===== src/rtl/pixel_readout.sv =====
// Pixel readout: captures a parallel frame of pixel values and streams it out one pixel
// per valid/ready transfer. An active buffer feeds the output and a shadow buffer holds
// the next frame, so a new conversion can land while the current frame is still draining.
module pixel_readout #(
    parameter int NUM_PIXELS = 4,
    parameter int DATA_W     = 8,
    parameter int IDX_W      = 2
) (
    input  logic                         clk,
    input  logic                         reset,
    input  logic                         capture,
    input  logic [NUM_PIXELS*DATA_W-1:0] pixel_data,
    output logic [DATA_W-1:0]            out_data,
    output logic                         out_valid,
    input  logic                         out_ready,
    output logic [IDX_W-1:0]             out_index,
    output logic                         out_first,
    output logic                         out_last,
    output logic                         busy,
    output logic                         overrun,
    output logic [7:0]                   frame_count
);

    typedef enum logic {
        StIdle,
        StStream
    } state_t;

    localparam int FRAME_W = NUM_PIXELS * DATA_W;

    state_t             state_q, state_d;
    logic [FRAME_W-1:0] active_q, active_d;
    logic [FRAME_W-1:0] shadow_q, shadow_d;
    logic               shadow_full_q, shadow_full_d;
    logic [IDX_W-1:0]   index_q, index_d;
    logic [DATA_W-1:0]  data_q, data_d;
    logic               overrun_q, overrun_d;
    logic [7:0]         frame_count_q, frame_count_d;

    logic transfer;
    logic is_last;

    assign transfer = (state_q == StStream) && out_ready;
    assign is_last  = (index_q == IDX_W'(NUM_PIXELS - 1));

    // Next-state: buffer hand-off, index advance, overrun detection and frame counting.
    always_comb begin
        state_d       = state_q;
        active_d      = active_q;
        shadow_d      = shadow_q;
        shadow_full_d = shadow_full_q;
        index_d       = index_q;
        overrun_d     = overrun_q;
        frame_count_d = frame_count_q;
        unique case (state_q)
            StIdle: begin
                if (capture) begin
                    active_d = pixel_data;
                    index_d  = '0;
                    state_d  = StStream;
                end
            end
            StStream: begin
                if (transfer && is_last) begin
                    frame_count_d = frame_count_q + 8'd1;
                    index_d       = '0;
                    if (shadow_full_q) begin
                        // Shadow moves up; a coincident capture refills the shadow slot.
                        active_d = shadow_q;
                        if (capture) begin
                            shadow_d = pixel_data;
                        end else begin
                            shadow_full_d = 1'b0;
                        end
                    end else if (capture) begin
                        active_d = pixel_data;
                    end else begin
                        state_d = StIdle;
                    end
                end else begin
                    if (transfer) begin
                        index_d = index_q + 1'b1;
                    end
                    if (capture) begin
                        if (!shadow_full_q) begin
                            shadow_d      = pixel_data;
                            shadow_full_d = 1'b1;
                        end else begin
                            overrun_d = 1'b1;
                        end
                    end
                end
            end
            default: state_d = StIdle;
        endcase
        // Output pixel is selected from next-state values so it is a plain register output.
        data_d = active_d[int'(index_d) * DATA_W +: DATA_W];
    end

    // State and datapath registers with asynchronous active-low reset.
    always_ff @(posedge clk or negedge reset) begin
        if (!reset) begin
            state_q       <= StIdle;
            active_q      <= '0;
            shadow_q      <= '0;
            shadow_full_q <= 1'b0;
            index_q       <= '0;
            data_q        <= '0;
            overrun_q     <= 1'b0;
            frame_count_q <= '0;
        end else begin
            state_q       <= state_d;
            active_q      <= active_d;
            shadow_q      <= shadow_d;
            shadow_full_q <= shadow_full_d;
            index_q       <= index_d;
            data_q        <= data_d;
            overrun_q     <= overrun_d;
            frame_count_q <= frame_count_d;
        end
    end

    assign out_valid   = (state_q == StStream);
    assign out_data    = data_q;
    assign out_index   = index_q;
    assign out_first   = out_valid && (index_q == '0);
    assign out_last    = out_valid && is_last;
    assign busy        = out_valid || shadow_full_q;
    assign overrun     = overrun_q;
    assign frame_count = frame_count_q;

endmodule


===== config.mk =====
export PLATFORM = sky130hd
export DESIGN_NAME = pixel_readout
export DESIGN_NICKNAME = d
export VERILOG_FILES = /design/src/rtl/pixel_readout.sv
export SDC_FILE = /design/constraint.sdc
export NUM_CORES = 1
export LEC_CHECK = 0
export ABC_CLOCK_PERIOD_IN_PS = 4500
export CAP_MARGIN = 20
export CORE_UTILIZATION = 40
export CTS_BUF_LIST = sky130_fd_sc_hd__clkbuf_4
export CTS_CLUSTER_SIZE = 16
export DETAILED_ROUTE_END_ITERATION = 10
export HOLD_SLACK_MARGIN = 0.02
export PLACE_DENSITY_LB_ADDON = 0.05
export SYNTH_ARGS = -nofsm -noshare
export SYNTH_HDL_FRONTEND = slang
export SYNTH_SLANG_ARGS = --single-unit
export TNS_END_PERCENT = 10

===== constraint.sdc =====
create_clock -name clk -period 4.5 [get_ports clk]
set_input_delay 0.45 -clock clk [delete_from_list [all_inputs] [get_ports clk]]
set_output_delay 0.45 -clock clk [all_outputs]
set_load 0.005 [all_outputs]

==> results of run 1 <==
-- kinds of logic after synthesis --
group                    synth area share
XOR/XNOR                           0.0142
buffers and inverters              0.0488
multiplexers                        0.181
AO/OA/AOI/OAI                       0.146
adder cells (fa/ha/maj)           0.00872
AND/OR/NAND/NOR                     0.106
flip-flops                          0.494
-- worst max-delay path: stages, from the launching register on --
cell	delay, ps
dfrtp_1	880
inv_1	700
o21ai_0	340
o22ai_1	150
a222oi_1	490
nand2_1	100
-- per-stage QoR --
stage                     cell area [um2]   util
final                                5070  0.489
after global routing                 5070  0.489
after CTS                            5070  0.489
after detailed placement             4900  0.472
after global placement               4900  0.472
after floorplan                      4310      -
-- final cells by class --
class | instances | area (um2)
Sequential cell | 85 | 2130
Fill cell | 987 | 5300
Multi-Input combinational cell | 261 | 1970
Timing Repair Buffer | 65 | 628
Clock inverter | 4 | 72.6
Clock buffer | 12 | 90.1
Tap cell | 136 | 170
Inverter | 4 | 15.0
-- report_power, final --
part	switching, mW	internal [mW]
registers	0.192	1.11
clock network	0.263	0.244
logic	0.558	0.611
-- layer usage --
layer,vias up,share of wire,routed length [um],track usage
li1,1490,-,-,-
met5,-,0,0,0
met3,9,0.039,416,0.0390
met4,0,0.0097,102,0.0476
met2,81,0.46,4900,0.300
met1,1597,0.49,5130,0.282
-- sequential cells by signal (all words and copies together), names as in the netlist --
register,flops
out_data,8
active_q,32
out_valid,1
out_index,2
frame_count,8
overrun,1
shadow_q,32
shadow_full_q,1
-- synthesized netlist by cell type (2+ instances only) --
master,instances,area [um2]
a211oi_1,23,173
a21oi_1,8,40.0
a222oi_1,7,70.1
a22oi_1,2,15.0
and2_1,3,18.8
buf_2,15,75.1
buf_4,3,22.5
buf_6,7,78.8
clkbuf_1,5,18.8
dfrtp_1,85,2130
ha_1,3,37.5
inv_1,4,15.0
mux2_2,48,541
mux2i_1,24,240
nand2_1,25,93.8
nand2b_1,10,62.6
nand3_1,2,10.0
nand4_1,4,25.0
nor2_1,20,75.1
nor2b_1,15,93.8
o21ai_0,13,65.1
o21ai_1,2,10.0
o22ai_1,31,194
xnor2_1,5,43.8
xor2_1,2,17.5
-- worst paths after layout --
check	depth (start not counted)	start	to	slack (ps)
min in group asynchronous	2	reset	frame_count[2]	530
worst min-delay path	1	frame_count[7]	frame_count[7]	490
max in group asynchronous	3	reset	active_q[18]	3000
worst max register to register	5	shadow_full_q	out_data[7]	1740
worst min register to register	1	frame_count[7]	frame_count[7]	490
worst max-delay path	5	shadow_full_q	out_data[7]	1740
-- cells in the final DEF, fill, tap and decap left out, drive strengths merged, types with 2 or more instances in the layout --
master	instances
nor2b	16
buf	8
clkbuf	12
clkdlybuf4s50	56
xnor2	5
nand4	4
dfrtp	85
a21oi	8
a211oi	23
and2	4
ha	3
nand3	2
o21ai	15
nand2	25
xor2	2
mux2i	24
a22oi	2
o22ai	31
mux2	48
bufinv	2
inv	4
nor2	21
a222oi	7
nand2b	10
-- repair_timing --
| item | in CTS | in global routing |
|---|---|---|
| gates resized for setup | 0 | 0 |
| buffers inserted | 0 | 0 |
| hold buffers | 1 | 0 |
| endpoints found under the hold margin | 15 | 0 |
==> results by group, run 1 <==
Detailed routing
  – Initial DRC Count: about 200
  – DRC violation count after routing: 0
  – Pre-Repair DR Iteration Count: 5
  – Routed wire per std cell: approximately 19 um
  – DR vias/cell: around 5.6
  – Antenna-violating nets left: 0
  – Final WL: ~11,000 um
  – Vias after detailed routing: about 3,200

Floorplan
  – Initial core utilization: 0.415
  – Die Wd: between 100 and 150 um
  – Die area: between 0.01 and 0.015 mm2
  – Die Height: about 110 um
  – I/O Pins: 59
  – Core footprint: between 0.01 and 0.015 mm2
  – # rows: 37

CTS
  – Clock transition at path regs: between 100 and 150 ps
  – CTS H-tree depth: 3
  – Worst-case clock buffer depth: 2
  – Worst skew pair latency: between 400 and 500 ps
  – Clk sinks: 85
  – CTS tree: done
  – CTS Root Buffer Type: clkbuf_4
  – CTS buffer count: 9

Pwr
  – Max VDD drop: around 0.00021 V
  – Pwr Total: 2.98 mW
  – PwrDens: around 590 mW/mm2
  – LEAKAGE: slightly above 2 nW

Yosys
  – Top FF cell, synth: dfrtp_1
  – Number of synthesized flops with an enable pin: 0
  – Gate Count Post-Synth: between 300 and 400
  – Fraction of registers with async set/reset: 1.00
  – Post-Syn Area: approximately 0.0043 mm2
  – Warnings from Yosys: 0
  – Post-synthesis sequential area ratio: 0.494
  – Yosys reg bits: 85
  – Distinct cell type count after synthesis: 39
  – Net count after synthesis: 419
  – Post-Syn Area per Cell: about 11 um2

Place
  – Post-DP HPWL: 6870 um
  – Setup WS pre-CTS: approximately 1600 ps
  – GP Congestion: 0.743
  – Port bufs: 58
  – Inst Count DP: 550

Worst setup path
  – Critical Path RT: 4830 ps
  – Arr. time, crit path: a little over 3000 ps
  – CP Max Fanout: 24
  – Element type at the critical path end: register
  – Crit Path Class: reg2reg
  – Critical Path Start Type: register

STA
  – Slew Viols, Final: 0
  – Period utilisation layout: 0.613
  – Fin crit period: 2760 ps
  – Setup-failing EPs final: 0
  – Fmax: ~360 MHz
  – Final worst-path setup slack: ~1700 ps
  – Final setup TNS: 0 ps
  – Clk_skew: 12.5 ps
  – Max-slew headroom: 0.326
  – Worst Max-Slew Pin Slew: around 1000 ps
  – Fin. Hold Viols: 0
  – RSZ-0062 raised after global routing: no
  – Final hold slack: 486 ps

GRT
  – Antenna violations before repair: 0
  – Total gr overflow: 0
  – Vias in the first global route: between 3,000 and 4,000
  – Pin count of the biggest net entering global routing: slightly below 50
  – First-pass GRT wire length: 16,700 um
  – Total track usage: 0.195

Finish
  – Finished Layout Cells: 567
  – Diodes inserted: 0
  – Area delta synth->final: 17.8%
  – NumNets Final: roughly 470
  – Layout cells sized above 1: 0.186

Outcome
  – Status: completed

Worst hold path
  – Hold Path Class: reg2reg

Job
  – Max-cap violations: 0
Note: power is estimated with default switching activity, not from simulation.
==> run 2, diff against run 1 <==
--- a/config.mk
+++ b/config.mk
@@ -5,7 +5,7 @@
 export SDC_FILE = /design/constraint.sdc
 export NUM_CORES = 1
 export LEC_CHECK = 0
-export ABC_CLOCK_PERIOD_IN_PS = 4500
+export ABC_CLOCK_PERIOD_IN_PS = 2430
 export CAP_MARGIN = 20
 export CORE_UTILIZATION = 40
 export CTS_BUF_LIST = sky130_fd_sc_hd__clkbuf_4
==> constraint.sdc (replaced) <==
create_clock -name clk -period 2.43 [get_ports clk]
set_input_delay 0.243 -clock clk [delete_from_list [all_inputs] [get_ports clk]]
set_output_delay 0.243 -clock clk [all_outputs]
set_load 0.005 [all_outputs]
==> results by group, run 2 (synthesis results as in run 1) <==
Floorplan
  – Die area: 0.0112 mm2 (unchanged)
  – I/O Pins: 59 (unchanged)
  – Die Height: 106 um (unchanged)
  – Die Wd: 106 um (unchanged)
  – Initial core utilization: 0.415 (unchanged)
  – # rows: 37 (unchanged)
  – Core footprint: 0.0104 mm2 (unchanged)

Worst setup path
  – Crit Path Class: reg2out
  – Element type at the critical path end: output pin
  – CP Max Fanout: 17 (-29%)
  – Arr. time, crit path: 2040 ps (-1050 ps)
  – Critical Path RT: 2190 ps (-2640 ps)
  – Critical Path Start Type: register

Detailed routing
  – Routed wire per std cell: 18.0 um (-3.0%)
  – DRC violation count after routing: 0 (unchanged)
  – Vias after detailed routing: 3,190 (+0.41%)
  – Initial DRC Count: 162 (-19%)
  – Antenna-violating nets left: 0 (unchanged)
  – DR vias/cell: 5.49 (-2.0%)
  – Final WL: 10,500 um (-0.65%)
  – Pre-Repair DR Iteration Count: 4 (-1)

CTS
  – CTS Root Buffer Type: clkbuf_4
  – Worst skew pair latency: 450 ps (about the same)
  – CTS H-tree depth: 3 (unchanged)
  – Worst-case clock buffer depth: 2 (unchanged)
  – CTS buffer count: 9 (unchanged)
  – Clk sinks: 85 (unchanged)
  – Setup bufs post-CTS: 0 (unchanged)
  – CTS tree: done
  – Clock transition at path regs: 150 ps (+20 ps)

Pwr
  – PwrDens: 1090 mW/mm2 (+85%)
  – Max VDD drop: 0.000594 V (+190%)
  – LEAKAGE: 2.13 nW (+3.9%)

Outcome
  – Status: completed

Finish
  – Area delta synth->final: 21.5%
  – Cell area after layout: 0.00523 mm2 (+3.1%)
  – Area of the multi-input gates: 0.00197 mm2 (unchanged)
  – Most common cell after layout, fill and taps aside: dfrtp_1
  – Finished Layout Cells: 581 (+2.5%)
  – Final Util: 0.504 (+0.0152)
  – NumNets Final: 479 (+3.0%)
  – Diodes inserted: 0 (unchanged)
  – Layout cells sized above 1: 0.211 (+0.0256)
  – Flip-flop and latch area: 0.00213 mm2 (unchanged)
  – Top flop regs: active_q x32, shadow_q x32
  – Most frequent cells in the layout: dfrtp_1 (85), clkdlybuf4s50_1 (56), mux2_2 (48)
  – Fill cells: 946 (-4.2%)

STA
  – Clk_skew: 17.4 ps (+4.88 ps)
  – Period utilisation layout: 0.940
  – Fmax: 438 MHz
  – Setup-failing EPs final: 0 (unchanged)
  – Fin. Hold Viols: 0 (unchanged)
  – RSZ-0062 raised after global routing: no
  – Slew Viols, Final: 0 (unchanged)
  – Final setup TNS: 0 ps (unchanged)
  – Fin crit period: between 2000 and 2500 ps
  – Max-slew headroom: 0.606 (+0.280)
  – Worst Max-Slew Pin Slew: 589 ps (-422 ps)

GRT
  – Total track usage: 0.204 (+0.00875)
  – Vias in the first global route: 3,274 (+6.7%)
  – First-pass GRT wire length: 17,400 um (+4.5%)
  – Pin count of the biggest net entering global routing: 50 (+2.0%)
  – Antenna violations before repair: 0 (unchanged)
  – Total gr overflow: 0 (unchanged)

Place
  – Port bufs: 58 (unchanged)
  – Inst Count DP: 564 (+2.5%)
  – GP Congestion: 0.739 (-0.63%)
  – Placed instance area: 0.00503 mm2 (+2.7%)
  – Post-DP HPWL: 7270 um (+5.7%)

Worst hold path
  – Hold Path Class: in2async

Job
  – Max-cap violations: 0 (unchanged)
run 2: cell types whose count changed in the layout (fill, tap and decap cells not counted), sizes merged:
cell	delta
bufinv	+1
inv	+1
clkbuf	-3
buf	+14
clkinvlp	+1
run 2: through the flow:
| step | hold slack, ps | setup WS (ps) | power [mW] |
|---|---|---|---|
| 3_5_place_dp | 221 | 181 | 4.69 |
| 2_1_floorplan | -52.6 | 598 | 3.83 |
| 5_1_grt | 279 | 64.1 | 6.10 |
| 4_1_cts | 261 | 134 | 5.75 |
| 6_report | 260 | 146 | 5.69 |
| 3_3_place_gp | 225 | 206 | 4.62 |
run 2: path summary, 6_finish.rpt:
kind,from,endpoint,slack [ps],cells after the start
max in group asynchronous,reset,active_q[25],1480,3
worst max-delay path,out_valid,busy,150,3
worst min register to register,frame_count[7],frame_count[7],490,1
worst min-delay path,reset,frame_count[5],260,2
worst max register to register,out_index[0],out_data[4],250,8
min in group clk,capture,overrun,400,4
run 2: what timing repair did:
action                                 4_1_cts  5_1_grt
resized for setup                            0        0
endpoints found under the hold margin       29        0
hold buffers                                 1        0
run 2: worst max-delay path, cell delays in order, from the launching register on:
cell             delay (ps)
dfrtp_1                 560
buf_4                   270
or2_2                   310
clkdlybuf4s50_1         450
run 2: power by group:
part	switching (mW)	internal, mW	total, mW
Sequential	0.345	2.06	2.40
Combinational	1.05	1.19	2.24
Clock	0.525	0.525	1.05
run 2: cell type report:
| class | count | area share |
|---|---|---|
| timing repair buffer | 79 | 0.145 |
| clock buffer | 9 | 0.0129 |
| inverter | 4 | 0.00287 |
| clock inverter | 7 | 0.0234 |
| sequential | 85 | 0.407 |
| tap | 136 | 0.0325 |
| multi-input combinational | 261 | 0.377 |
run 2: routing by layer:
metal | routed length, um | track usage | part of all wire | vias up
li1 | - | - | - | 1514
met4 | 126 | 0.0595 | 0.012 | 0
met5 | 0 | 0 | 0 | -
met2 | 4810 | 0.317 | 0.46 | 67
met1 | 5180 | 0.289 | 0.49 | 1599
met3 | 365 | 0.0396 | 0.035 | 10
